==> config.mk <==
export PLATFORM = sky130hd
export DESIGN_NAME = gate_drv
export DESIGN_NICKNAME = d
export VERILOG_FILES = /design/src/rtl/controller_pkg.sv /design/src/rtl/gate_sync.sv /design/src/rtl/gate_drv.sv
export SDC_FILE = /design/constraint.sdc
export NUM_CORES = 1
export LEC_CHECK = 0
export CAP_MARGIN = 20
export CELL_PAD_IN_SITES_DETAIL_PLACEMENT = 1
export CELL_PAD_IN_SITES_GLOBAL_PLACEMENT = 1
export CORE_ASPECT_RATIO = 1.4
export CORE_MARGIN = 3
export CORE_UTILIZATION = 49
export DETAILED_ROUTE_END_ITERATION = 7
export PLACE_DENSITY_LB_ADDON = 0.1
export SYNTH_ARGS = -nofsm -noshare
export SYNTH_HDL_FRONTEND = slang
export SYNTH_HIERARCHICAL = 1
export SYNTH_SLANG_ARGS = --single-unit
==> constraint.sdc <==
create_clock -name clk -period 6.1 [get_ports clk]
set_clock_uncertainty 0.1 [all_clocks]
set_input_delay 1.22 -clock clk [delete_from_list [all_inputs] [get_ports clk]]
set_output_delay 1.22 -clock clk [all_outputs]
set_load 0.05 [all_outputs]
==> src/rtl/controller_pkg.sv <==
// Shared definitions for the controller stages: bridge FSM states, bus/counter
// widths and the config-bus register map.
package controller_pkg;

  localparam int DT_MAX   = 255;
  localparam int TO_MAX   = 255;
  localparam int ADDR_MAX = 4;

  localparam int DT_W   = $clog2(DT_MAX + 1);
  localparam int TO_W   = $clog2(TO_MAX + 1);
  localparam int DATA_W = $clog2(((DT_MAX > TO_MAX) ? DT_MAX : TO_MAX) + 1);
  localparam int ADDR_W = $clog2(ADDR_MAX + 1);

  localparam logic [ADDR_W-1:0] ADDR_DT  = ADDR_W'(5);
  localparam logic [ADDR_W-1:0] ADDR_TO  = ADDR_W'(6);
  localparam logic [ADDR_W-1:0] ADDR_CLR = ADDR_W'(7);

  typedef enum logic [2:0] {
    IDLE  = 3'd0,
    DEAD  = 3'd1,
    ON_P  = 3'd2,
    ON_N  = 3'd3,
    STOP  = 3'd4,
    FAULT = 3'd5
  } state_e;

  // Counter reload for a window of max(dt,1) cycles; the counter runs down to 0.
  function automatic logic [DT_W-1:0] dead_load(input logic [DT_W-1:0] dt);
    return (dt == '0) ? '0 : dt - DT_W'(1);
  endfunction

endpackage

==> src/rtl/gate_sync.sv <==
// Two-flop synchroniser for asynchronous control inputs; resets to 0.
module gate_sync (
  input  logic clk,
  input  logic rst_n,
  input  logic d,
  output logic q
);

  logic meta_q;
  logic sync_q;

  always_ff @(posedge clk or negedge rst_n) begin
    if (!rst_n) begin
      meta_q <= 1'b0;
      sync_q <= 1'b0;
    end else begin
      meta_q <= d;
      sync_q <= meta_q;
    end
  end

  assign q = sync_q;

endmodule

==> src/rtl/gate_drv.sv <==
// H-bridge gate driver: dead-time insertion, run gating, lost-feedback timeout and
// latched over-current shutdown. Optional macro GATE_FAULT_AUTOCLR_EN re-arms on run off-time.
module gate_drv
  import controller_pkg::*;
(
  input  logic              clk,
  input  logic              rst_n,
  input  logic              sgn_pre,
  input  logic              run,
  input  logic              ocd,
  input  logic [DATA_W-1:0] data,
  input  logic [ADDR_W-1:0] addr,
  input  logic              en,
  output logic              a_hi,
  output logic              b_lo,
  output logic              a_lo,
  output logic              b_hi,
  output logic              fault,
  output logic              timeout
);

  logic            run_s;
  logic            ocd_s;
  logic            clr;
  state_e          state_q, state_d;
  logic            target_q, target_d;
  logic [DT_W-1:0] cnt_q, cnt_d;
  logic [DT_W-1:0] dt_q, dt_d;
  logic [DT_W-1:0] dead_ld;
  logic [TO_W-1:0] hc_q, hc_d;
  logic [TO_W-1:0] to_q, to_d;
  logic [TO_W:0]   hc_nxt;
  logic            gp_q, gp_d;
  logic            gn_q, gn_d;
  logic            fault_q, fault_d;
  logic            timeout_q, timeout_d;

  gate_sync u_run_sync (.clk(clk), .rst_n(rst_n), .d(run), .q(run_s));
  gate_sync u_ocd_sync (.clk(clk), .rst_n(rst_n), .d(ocd), .q(ocd_s));

  always_comb begin
    dt_d = dt_q;
    to_d = to_q;
    if (en && (addr == ADDR_DT)) dt_d = DT_W'(data);
    if (en && (addr == ADDR_TO)) to_d = TO_W'(data);
  end

  assign clr     = en && (addr == ADDR_CLR);
  assign dead_ld = dead_load(dt_q);
  assign hc_nxt  = {1'b0, hc_q} + (TO_W + 1)'(1);

  always_comb begin
    state_d   = state_q;
    target_d  = target_q;
    cnt_d     = cnt_q;
    hc_d      = hc_q;
    timeout_d = 1'b0;
    case (state_q)
      IDLE: begin
        if (run_s && !fault_q) begin
          target_d = sgn_pre;
          cnt_d    = dead_ld;
          state_d  = DEAD;
        end
      end
      DEAD: begin
        // A feedback flip inside the window restarts it towards the new polarity.
        if (sgn_pre != target_q) begin
          target_d = sgn_pre;
          cnt_d    = dead_ld;
        end else if (cnt_q == '0) begin
          hc_d    = '0;
          state_d = target_q ? ON_P : ON_N;
        end else begin
          cnt_d = cnt_q - DT_W'(1);
        end
      end
      ON_P, ON_N: begin
        if (sgn_pre != target_q) begin
          cnt_d = dead_ld;
          if (run_s) begin
            target_d = sgn_pre;
            hc_d     = '0;
            state_d  = DEAD;
          end else begin
            state_d = STOP;
          end
        end else if ((to_q != '0) && (hc_nxt == {1'b0, to_q})) begin
          timeout_d = 1'b1;
          cnt_d     = dead_ld;
          state_d   = STOP;
        end else if (hc_q != '1) begin
          hc_d = hc_q + TO_W'(1);
        end
      end
      STOP: begin
        if (cnt_q == '0) state_d = IDLE;
        else             cnt_d   = cnt_q - DT_W'(1);
      end
      FAULT: begin
        if (clr && !ocd_s) state_d = IDLE;
`ifdef GATE_FAULT_AUTOCLR_EN
        else if (!run_s && !ocd_s) state_d = IDLE;
`else
`endif
      end
      default: state_d = IDLE;
    endcase
    // Over-current overrides every other transition, including a pending timeout.
    if (ocd_s) begin
      state_d   = FAULT;
      timeout_d = 1'b0;
    end
  end

  assign gp_d    = (state_d == ON_P);
  assign gn_d    = (state_d == ON_N);
  assign fault_d = (state_d == FAULT);

  always_ff @(posedge clk or negedge rst_n) begin
    if (!rst_n) begin
      state_q   <= IDLE;
      target_q  <= 1'b0;
      cnt_q     <= '0;
      hc_q      <= '0;
      dt_q      <= '0;
      to_q      <= '0;
      gp_q      <= 1'b0;
      gn_q      <= 1'b0;
      fault_q   <= 1'b0;
      timeout_q <= 1'b0;
    end else begin
      state_q   <= state_d;
      target_q  <= target_d;
      cnt_q     <= cnt_d;
      hc_q      <= hc_d;
      dt_q      <= dt_d;
      to_q      <= to_d;
      gp_q      <= gp_d;
      gn_q      <= gn_d;
      fault_q   <= fault_d;
      timeout_q <= timeout_d;
    end
  end

  assign a_hi    = gp_q;
  assign b_lo    = gp_q;
  assign a_lo    = gn_q;
  assign b_hi    = gn_q;
  assign fault   = fault_q;
  assign timeout = timeout_q;

endmodule

### Yosys cells after proc, flatten, opt, wreduce, memory -nomap -nowiden

Cells that the tools add are included.

* add/sub/neg operators: 4
* equal/unequal tests: 24
* muxes and demuxes: 34
* reduce and logical (&&, ||, !) cells: 19

Operators by type and width (number)
* 8-bit 2-to-1 mux: 12
* 8-bit case mux with 4 select lines: 1
* 3-bit 2-to-1 mux: 9
* 3-bit == test (second input constant): 6
* 8-bit zero test: 2
* 8-bit case mux with 2 select lines: 1
* 8-bit by 1-bit subtractor with 8-bit output (second input constant): 2
* 3-bit case mux with 5 select lines: 1
* 3-bit by 2-bit == test with 1-bit output (second input constant): 4
* 2-bit inequality test (second input constant): 5
* 8-bit by 1-bit adder with 9-bit output (second input constant): 1
* 9-bit by 8-bit == test with 1-bit output: 1
* 1-bit 2-to-1 mux: 9
* 3-bit inequality test (second input constant): 3
* 8-bit by 1-bit adder with 8-bit output (second input constant): 1
* 8-bit inequality test (second input constant): 1
* 8-bit nonzero test: 1
* 1-bit logical AND: 6
* 6-bit AND reduction: 1
* 5-bit AND reduction: 1
* 4-bit nonzero test: 1
* 3-bit by 1-bit == test with 1-bit output (second input constant): 1
* 3-bit zero test: 1
* 3-bit by 2-bit inequality test with 1-bit output (second input constant): 1
* 8 further kinds: 9

* register bits: 44
* word-level logic and storage cells: 95

### Depth between registers and ports, before layout

Gate-level depths: netlist of the first run.

* word-level depth: 8
* mapped depth: 9
* depth with buffers taken out: 9

### Modules after synthesis

The synthesis of the first run kept the hierarchy.

Modules (own cells, without submodules)
* gate_drv: times used 1, cells an instance 290, area each 2675.1 um^2, sequential area each 1001.0 um^2
* gate_sync: times used 2, cells an instance 2, area each 50.0 um^2, sequential area each 50.0 um^2

### Least setup slack after synthesis of the first run

No wires, ideal clock.

* path kind: input to register
* start point: input port sgn_pre
* end point: register cnt_q[2]
* setup time: 83 ps
* arrival time: 2559 ps
* data required time: 5917 ps
* path slack: 3358 ps
* stages on the path: 7
* path buffers: 1
* cell sequence: xor2_1 o22ai_1 clkbuf_1 a31o_2 o32a_1 and3_1 o21ai_0

* cells in the longest elaborated chain, start to end: 3
* elaborated cells on any way between the ends: 6

Ends and longest elaborated chain
* start: declaration: RTL line gate_drv.sv:8 `input logic sgn_pre,`
* 1-bit inequality test *: RTL line gate_drv.sv:68, gate_drv.sv:79
* 8-bit 2-to-1 mux (tied with other cells): RTL line gate_drv.sv:79 `if (sgn_pre != target_q) begin`
* 8-bit case mux with 4 select lines or 3-bit AND reduction (tied branches)
* end signal: assignment: RTL line gate_drv.sv:135 `cnt_q <= cnt_d;`
* end: declaration: RTL line gate_drv.sv:27 `logic [DT_W-1:0] cnt_q, cnt_d;`

Mark *: on every way between the ends. The rest lies on a longest branch, timed or not.
A chain may end at the register's enable or synchronous reset.

### Final worst setup path of the first run

Ends and elaborated chain as after synthesis.

==> impl_metrics.toml, run 1 <==
[grt]
total_routing_usage_gr_pct = 22.7
grt_antenna_before_repair = 0
first_global_vias = 2454
grt-ovfl-total = 0
grt_start_max_net_pins = 45
wire_length_of_the_first_global_routing_pass_um = 11900

[routing]
detail_route.wirelength.met1_um = 2950
drt-total-wl_um = 7020
final_antenna_net_count = 0
met2_length_um = 3710
num_vias = 2349
dr.pass1.iters = 4
top_layer_used = "met4"
vias_per_cell = 6.21
detail_route.drc_violations = 0
routed-wl-met3_um = 222
initialDrtViolationCount = 146
routedWlPerCell_um = 18.6

[critical_path]
worst_r2r_startpoint = "hc_q[0]$_DFFE_PN0P_"
path_max_fanout = 11
critPathLaunchType = "primary input"
setup_crit_end_kind = "flip-flop"
arrival_time_of_data_at_the_critical_path_endpoint_ps = 3580
rr_endpoint = "cnt_q[0]$_DFFE_PN0P_"
req_time_crit_path_ps = 6220
rr_worst_depth = 8
criticalPathCategory = "in -> reg"
worst-r2r-setup-slack_ps = 3270

[hold_path]
holdCritPathClass = "reg -> reg"
hold-path-cell-count = 0
hold_start = "u_run_sync/meta_q$_DFF_PN0_"
timing.hold.worst_endpoint = "u_run_sync/q$_DFF_PN0_"

[clock_network]
numCtsBuffers = 5
cts-root-to-sink-buffers = 2
hold_buffers = 0
cts.repair_timing.setup_buffer_count = 0
worstSkewPairLatency_ps = 300
postCtsResizedCells = 0
clkSinkCount = 44
ctsHtreeMaxLevel = 2
clock_tree.root_cell = "clkbuf_8"
tritoncts_clock_tree = "yes"
cts.clk_slew.worst_paths_ps = 90

[floorplan]
starting_density_of_the_core_pct = 52.2
die-area_mm2 = 0.00662
core.rowCount = 31
design.portCount = 23
floorplan.core_area_mm2 = 0.00531
fp.dieW_um = 69.6
fp.dieH_um = 95.0

[sta]
final_period_minus_worst_setup_slack_ps = 3470
timing_limited_maximum_frequency_ghz = 0.289
finalSetupTns_ps = 0
final_ws_setup_ps = 2630
headroom_to_the_max_slew_limit_pct = 36.8
setup_viol = 0
holdWs_ps = 257
worstMarginPinSlew_ps = 945
final_hold_viol_count = 0
timing.final.crit_share_pct = 56.8
drv_slew = 0
rsz_0062_raised_after_global_routing = "no"

[final_layout]
nets = 333
share_of_cells_above_drive_strength_1_pct = 13.8
area_growth_pct = 13.2
diode_count = 0
fin_area_mm2 = 0.00314

[synthesis]
synthTopCellsByCount = "dfrtp_1, nand2_1, o21ai_0"
yosysMostFrequentCell = "dfrtp_1"
synthesis.nets = 316
yosysSeqAreaShare_pct = 39.7
synth.cell_area_mm2 = 0.00278
synthTopCellsByArea = "dfrtp_1, mux2_2, nand2_1"
post_synth.cell_area_avg_um2 = 9.44
number_of_instances_in_the_synthesized_netlist = 294
synthDominantAreaCellType = "dfrtp_1"
ys_warn_count = 6
synth.distinct_cells = 64
synthFlopType = "dfrtp_1"
synth_edf_count = 0
async_flop_share_pct = 100
yosys.area.top_type_share_pct = 39.7
ys_ff_latch = 44

[placed_design]
placement.io_buffers = 22
dpl_worst_slack_ps = 2320
finalWeightedCongestion = 0.827
hpwl_um = 5180
placedInstanceArea_mm2 = 0.00300

[outcome]
status = "finished, final reports clean"

[power]
power.leakage_nw = 1.22
power-per-cell-area_mw_per_mm2 = 324
vdd_drop_max_uv = 184

[flow_run]
cap_violations = 0
## routing by layer
layer  track usage [%]  vias up
met3              3.80       13
met2              41.3       46
met1              27.1     1173
met5                 0        -
met4              7.65        0
li1                  -     1117
## kinds of logic (layout without fill, tap and decap cells)
logic type               Yosys count  count (layout)  share of synthesized area, %
AO/OA/AOI/OAI                     79              79                          19.7
XOR/XNOR                          12              12                          4.06
adder cells (fa/ha/maj)            5               5                          2.25
buffers and inverters             25              43                          4.28
flip-flops                        44              44                          39.7
multiplexers                      18              18                          7.26
AND/OR/NAND/NOR                  111             111                          22.8
## layout by cell type, fill, tap and decap left out, drive strengths merged, types with 8 or more instances in the layout
cell            n
a21oi          12
and3            8
clkdlybuf4s50  21
dfrtp          44
inv            12
mux2           17
nand2          29
nand2b          8
nand3          11
nor2           17
nor3           12
o21ai          21
o22ai           8
## sequential cells by signal (all words and copies together) (netlist names)
| name | flops |
|---|---|
| a_hi | 1 |
| a_lo | 1 |
| cnt_q | 8 |
| dt_q | 8 |
| fault | 1 |
| hc_q | 8 |
| state_q | 3 |
| target_q | 1 |
| timeout | 1 |
| to_q | 8 |
| u_ocd_sync/meta_q | 1 |
| u_ocd_sync/q | 1 |
| u_run_sync/meta_q | 1 |
| u_run_sync/q | 1 |
## per-stage QoR
| stage | utilization [%] | power [mW] | std cells |
|---|---|---|---|
| after global placement | 56.4 | 0.764 | 369 |
| after detailed placement | 56.4 | 0.780 | 369 |
| after global routing | 59.1 | 1.09 | 378 |
| after floorplan | - | 0.677 | 294 |
| final | 59.1 | 1.02 | 378 |
| after CTS | 58.7 | 1.02 | 377 |
## cell type report
cell class,instances,area [um^2]
fill,599,2170
timing repair buffer,23,235
clock buffer,6,82.6
sequential,44,1100
clock inverter,2,38.8
inverter,12,45.0
tap,66,82.6
multi-input combinational,225,1560
## power by group
part           internal, mW  switching, mW  leakage (nW)
Sequential            0.353         0.0966         0.536
Combinational         0.155          0.175         0.625
Clock                 0.134          0.105        0.0614
## worst max-delay path: stages
cell and delay [ps]:
clkdlybuf4s50_1 510, xor2_1 270, o22ai_1 620, nand2b_1 290
o32a_1 340, and3_1 170, o21ai_0 150
## worst max-delay path by stage
stage,startpoint,to,slack [ps],cells after the start
6_report,sgn_pre,cnt_q[2]$_DFFE_PN0P_,2630,7
5_1_grt,sgn_pre,cnt_q[2]$_DFFE_PN0P_,2380,7
4_1_cts,sgn_pre,cnt_q[2]$_DFFE_PN0P_,2650,7
3_5_place_dp,sgn_pre,cnt_q[2]$_DFFE_PN0P_,2320,7
3_3_place_gp,sgn_pre,cnt_q[2]$_DFFE_PN0P_,2410,7
2_1_floorplan,sgn_pre,cnt_q[2]$_DFFE_PN0P_,3360,7
Note: power is estimated with default switching activity, not from simulation.
==> inputs of run 2 (changes only) <==
--- a/config.mk
+++ b/config.mk
@@ -10,7 +10,7 @@
 export CELL_PAD_IN_SITES_GLOBAL_PLACEMENT = 1
 export CORE_ASPECT_RATIO = 1.4
 export CORE_MARGIN = 3
-export CORE_UTILIZATION = 49
+export CORE_UTILIZATION = 41
 export DETAILED_ROUTE_END_ITERATION = 7
 export PLACE_DENSITY_LB_ADDON = 0.1
 export SYNTH_ARGS = -nofsm -noshare
==> constraint.sdc (replaced) <==
create_clock -name clk -period 3.1 [get_ports clk]
set_clock_uncertainty 0.1 [all_clocks]
set_input_delay 0.62 -clock clk [delete_from_list [all_inputs] [get_ports clk]]
set_output_delay 0.62 -clock clk [all_outputs]
set_load 0.05 [all_outputs]
==> run 2 against run 1 <==
Clock-buffer cell count decreased by 1. Worst hold slack got worse by 120 ps. Setup slack got worse by 2300 ps. Sequential share of layout area down 1.1 points. Wire length increased by 2.6%. First-iteration DRC count fell by 9.6%. Global-route usage shrank 2.1 points. Core utilization down 8.4 points. Non-clock buffer count up 7. Final cell count rose by 3.4%. Total power increased by 110%. Register-to-register slack lost 3000 ps. Critical path type is now reg -> reg. Critical endpoint is now hc_q[5]$_DFFE_PN0P_. Largest cell class unchanged.
==> impl_metrics.toml, run 2 (synthesized netlist as in run 1, its figures left out) <==
[clock_network]
numCtsBuffers = 5
cts-root-to-sink-buffers = 2
tritoncts_clock_tree = "yes"
ctsHtreeMaxLevel = 2
worstSkewPairLatency_ps = 290
postCtsResizedCells = 0
clkSinkCount = 44
cts.clk_slew.worst_paths_ps = 90
clock_tree.root_cell = "clkbuf_8"
cts.repair_timing.setup_buffer_count = 0
hold_buffers = 0

[critical_path]
setup_crit_end_kind = "flip-flop"
cp_cell_sequence = "inv_1 > ha_1 > or4b_2 > nor4_4 > nand2b_1 > a21o_1 > nand2_1 > o211ai_1 > o21bai_1"
worst_path_largest_cell_delay_ps = 650
critPathLaunchType = "flip-flop"
arrival_time_of_data_at_the_critical_path_endpoint_ps = 2850
criticalPathCategory = "reg -> reg"
path_max_fanout = 7
req_time_crit_path_ps = 3170
crit_slowest_cell = "or4b_2"

[sta]
headroom_to_the_max_slew_limit_pct = 65.2
setup_viol = 0
final_ws_setup_ps = 320
rsz_0062_raised_after_global_routing = "no"
holdWs_ps = 141
worstMarginPinSlew_ps = 522
drv_slew = 0
finalSetupTns_ps = 0
timing_limited_maximum_frequency_ghz = 0.360
timing.final.crit_share_pct = 89.7
final_hold_viol_count = 0
final_period_minus_worst_setup_slack_ps = 2780

[power]
vdd_drop_max_uv = 320
power.leakage_nw = 1.27
power-per-cell-area_mw_per_mm2 = 667

[placed_design]
placement.io_buffers = 22
hpwl_um = 5420
dpl_worst_slack_ps = 185
finalWeightedCongestion = 0.818

[final_layout]
area_growth_pct = 16.7
ff_latch_area_mm2 = 0.00110
diode_count = 0
mostFrequentLayoutCells = "dfrtp_1, nand2_1, clkdlybuf4s50_1"
nets = 340
multiInputGateArea_mm2 = 0.00156
share_of_cells_above_drive_strength_1_pct = 15.7
fill_cells = 751
final_common_cell = "dfrtp_1"

[floorplan]
floorplan.core_area_mm2 = 0.00638
design.portCount = 23
core.rowCount = 34
fp.dieH_um = 103
starting_density_of_the_core_pct = 43.5
fp.dieW_um = 75.5
die-area_mm2 = 0.00781

[routing]
dr.pass1.iters = 4
routedWlPerCell_um = 18.4
drt-total-wl_um = 7200
vias_per_cell = 6.05
detail_route.drc_violations = 0
initialDrtViolationCount = 132
num_vias = 2366
final_antenna_net_count = 0

[outcome]
status = "finished, final reports clean"

[grt]
use_met1_pct = 26.8
grt_start_max_net_pins = 45
first_global_vias = 2513
grt-ovfl-total = 0
global_route.usage.met2_pct = 34.5
global_route.usage.met3_pct = 3.38
global_route.peak_usage_layer = "met2"
grt_antenna_before_repair = 0
wire_length_of_the_first_global_routing_pass_um = 12300
total_routing_usage_gr_pct = 20.6

[flow_run]
cap_violations = 0

[hold_path]
holdCritPathClass = "in -> async"
==> run 2: changes by cell type in the layout (fill, tap and decap cells not counted) <==
cell and change:
clkbuf_8 -1, bufinv_16 +2, buf_4 +7, clkinv_4 -1
==> run 2: report_power, final <==
group,switching [mW],internal (mW),leakage [nW]
clock,0.202,0.403,0.0784
combinational,0.353,0.326,0.657
sequential,0.180,0.694,0.536
==> run 2: layer usage <==
layer | wire length (um) | share of wire, %
met3 | 159 | 2.2
met4 | 120 | 1.7
met5 | 0 | 0
met1 | 3260 | 45
met2 | 3660 | 51
==> run 2: path summary, 6_finish.rpt <==
path / depth (start not counted) / slack (ps) / end / start
worst min register to register: 0 / 260 / u_run_sync/q$_DFF_PN0_ / u_run_sync/meta_q$_DFF_PN0_
worst max-delay path: 9 / 320 / hc_q[5]$_DFFE_PN0P_ / cnt_q[0]$_DFFE_PN0P_
max in group asynchronous: 2 / 2280 / dt_q[5]$_DFFE_PN0P_ / rst_n
worst max register to register: 9 / 320 / hc_q[5]$_DFFE_PN0P_ / cnt_q[0]$_DFFE_PN0P_
min in group clk: 0 / 260 / u_run_sync/q$_DFF_PN0_ / u_run_sync/meta_q$_DFF_PN0_
worst min-delay path: 1 / 140 / u_run_sync/meta_q$_DFF_PN0_ / rst_n
==> run 2: final cells by class <==
cell class	instances	area share (%)
Clock buffer	5	2.13
Clock inverter	3	2.78
Inverter	12	1.39
Multi-Input combinational cell	225	48.0
Sequential cell	44	34.0
Tap cell	72	2.78
Timing Repair Buffer	30	8.89
==> run 2: critical path: cells and delay by family (launching register included) <==
kind	cells	cell delay [ps]
flops	1	450
simple gates	4	1320
compound gates	3	520
buf+inv	1	110
fa+ha+maj	1	160
==> run 2: stage by stage <==
step | instances | util (%) | total power [mW] | area, um^2
floorplan | 294 | - | 1.33 | 2780
global placement | 382 | 47.9 | 1.55 | 3060
detailed placement | 382 | 47.9 | 1.56 | 3060
CTS | 390 | 50.4 | 2.18 | 3220
global route | 391 | 50.7 | 2.31 | 3240
finish | 391 | 50.7 | 2.16 | 3240
==> inputs of run 3 (changes only) <==
--- a/config.mk
+++ b/config.mk
@@ -6,11 +6,11 @@
 export NUM_CORES = 1
 export LEC_CHECK = 0
 export CAP_MARGIN = 20
-export CELL_PAD_IN_SITES_DETAIL_PLACEMENT = 1
-export CELL_PAD_IN_SITES_GLOBAL_PLACEMENT = 1
+export CELL_PAD_IN_SITES_DETAIL_PLACEMENT = 0
+export CELL_PAD_IN_SITES_GLOBAL_PLACEMENT = 2
 export CORE_ASPECT_RATIO = 1.4
 export CORE_MARGIN = 3
-export CORE_UTILIZATION = 41
+export CORE_UTILIZATION = 33
 export DETAILED_ROUTE_END_ITERATION = 7
 export PLACE_DENSITY_LB_ADDON = 0.1
 export SYNTH_ARGS = -nofsm -noshare
==> run 3 against run 2 <==
Die area is 22% higher. Combinational power fell by 0.6%. Final cell count up 7.2%. Worst hold slack got worse by 110 ps. Via count is 2.8% lower. Sequential power hardly changed.
==> impl_metrics.toml, run 3 (synthesized netlist as in run 1, its figures left out) <==
[final_layout]
area_growth_pct = 15.7
diode_count = 0
mostFrequentLayoutCells = "dfrtp_1, nand2_1, clkdlybuf4s50_1"
fin_area_mm2 = 0.00321
share_of_cells_above_drive_strength_1_pct = 15.7
nets = 340
final_common_cell = "dfrtp_1"
fill_cells = 821

[placed_design]
hpwl_um = 5260
placedInstanceArea_mm2 = 0.00309
placement.io_buffers = 22
finalWeightedCongestion = 0.781

[sta]
finalSetupTns_ps = 0
final_period_minus_worst_setup_slack_ps = 2840
rsz_0062_raised_after_global_routing = "no"
timing.final.crit_share_pct = 91.8
setup_viol = 0
headroom_to_the_max_slew_limit_pct = 66.4
drv_slew = 0
final_hold_viol_count = 0
worstMarginPinSlew_ps = 502
timing_limited_maximum_frequency_ghz = 0.352

[clock_network]
clock_tree.root_cell = "clkbuf_8"
cts-root-to-sink-buffers = 2
postCtsResizedCells = 0
clkSinkCount = 44
cts.clk_slew.worst_paths_ps = 90
ctsHtreeMaxLevel = 2
hold_buffers = 0
worstSkewPairLatency_ps = 310
tritoncts_clock_tree = "yes"
cts.repair_timing.setup_buffer_count = 0
numCtsBuffers = 5

[routing]
initialDrtViolationCount = 97
dr.pass1.iters = 4
vias_per_cell = 5.49
drt-total-wl_um = 7140
final_antenna_net_count = 0
num_vias = 2299
routedWlPerCell_um = 17.0
detail_route.drc_violations = 0

[power]
power.leakage_nw = 1.24
power-per-cell-area_mw_per_mm2 = 607
vdd_drop_max_uv = 248

[grt]
first_global_vias = 2269
wire_length_of_the_first_global_routing_pass_um = 12100
total_routing_usage_gr_pct = 15.7
grt_start_max_net_pins = 45
grt-ovfl-total = 0
grt_antenna_before_repair = 0

[critical_path]
path_max_fanout = 8
arrival_time_of_data_at_the_critical_path_endpoint_ps = 2950
cp_num_cells = 8
rr_worst_depth = 8
worstSetupEndpoint = "cnt_q[0]$_DFFE_PN0P_"
worst_r2r_startpoint = "hc_q[1]$_DFFE_PN0P_"
timing.critical_path.max_delay_family = "compound AO/OA/AOI/OAI gates"
setup_crit_end_kind = "flip-flop"
first_element_of_the_critical_path = "hc_q[1]$_DFFE_PN0P_"
rr_endpoint = "cnt_q[0]$_DFFE_PN0P_"
critPathLaunchType = "flip-flop"
cp_cell_sequence = "ha_1 > and4b_1 > o211ai_1 > a2111oi_4 > o211ai_1 > o21ai_2 > nand3_1 > a22o_1"
req_time_crit_path_ps = 3200
critical_path_buf_inv_count = 0
worst_path_largest_cell_delay_ps = 440
criticalPathCategory = "reg -> reg"
cpMostUsedCell = "o211ai_1"
crit_slowest_cell = "o21ai_2"
worst-r2r-setup-slack_ps = 260

[floorplan]
floorplan.core_area_mm2 = 0.00799
fp.dieH_um = 115
core.rowCount = 38
design.portCount = 23
fp.dieW_um = 83.5
die-area_mm2 = 0.00956
starting_density_of_the_core_pct = 34.7

[flow_run]
cap_violations = 0

[outcome]
status = "finished, final reports clean"

[hold_path]
holdCritPathClass = "in -> async"
==> run 3: worst min path at each step <==
stage / start / to / slack, ps / cells after the start
3_5_place_dp: u_run_sync/meta_q$_DFF_PN0_ / u_run_sync/q$_DFF_PN0_ / 240 / 0
5_1_grt: rst_n / a_hi$_DFF_PN0_ / 30 / 1
4_1_cts: u_ocd_sync/meta_q$_DFF_PN0_ / u_ocd_sync/q$_DFF_PN0_ / 260 / 0
2_1_floorplan: rst_n / a_hi$_DFF_PN0_ / 220 / 0
6_report: rst_n / a_hi$_DFF_PN0_ / 30 / 1
3_3_place_gp: u_ocd_sync/meta_q$_DFF_PN0_ / u_ocd_sync/q$_DFF_PN0_ / 240 / 0
==> run 3: cell type report <==
cell class | count | area (um^2) | share of cell area, %
Multi-Input combinational cell | 225 | 1560 | 48.4
Sequential cell | 44 | 1100 | 34.3
Timing Repair Buffer | 30 | 288 | 8.96
Tap cell | 100 | 125 | 3.90
Clock buffer | 6 | 82.6 | 2.57
Inverter | 12 | 45.0 | 1.40
Clock inverter | 2 | 15.0 | 0.467
==> run 3: through the flow <==
| step | utilization (%) | std cells | setup WS (ps) | total power [mW] | hold WS, ps |
|---|---|---|---|---|---|
| after detailed placement | 38.7 | 410 | 213 | 1.56 | 239 |
| after global routing | 40.2 | 419 | 66.6 | 2.09 | 25.3 |
| after global placement | 38.7 | 410 | 231 | 1.56 | 237 |
| after floorplan | - | 294 | 571 | 1.33 | 224 |
| final | 40.2 | 419 | 256 | 1.95 | 29.4 |
| after CTS | 40.0 | 418 | 222 | 1.97 | 262 |
==> run 3: layer usage <==
metal	track usage, %	part of all wire (%)	vias up	wire length, um
met5	0	0	-	0
met1	20.7	46	1105	3260
met4	5.15	1.7	0	119
li1	-	-	1133	-
met3	2.30	3.7	9	261
met2	26.5	49	52	3500
==> run 3: report_power, final <==
group	switching [mW]	internal, mW	leakage (nW)
combinational	0.346	0.329	0.660
clock	0.217	0.181	0.0434
sequential	0.182	0.694	0.536
==> run 3: worst reg2reg max path, stage by stage, from the launching register on <==
cell       delay, ps
dfrtp_1          420
ha_1             360
and4b_1          240
o211ai_1         120
a2111oi_4        370
o211ai_1         210
o21ai_2          440
nand3_1          210
a22o_1           270
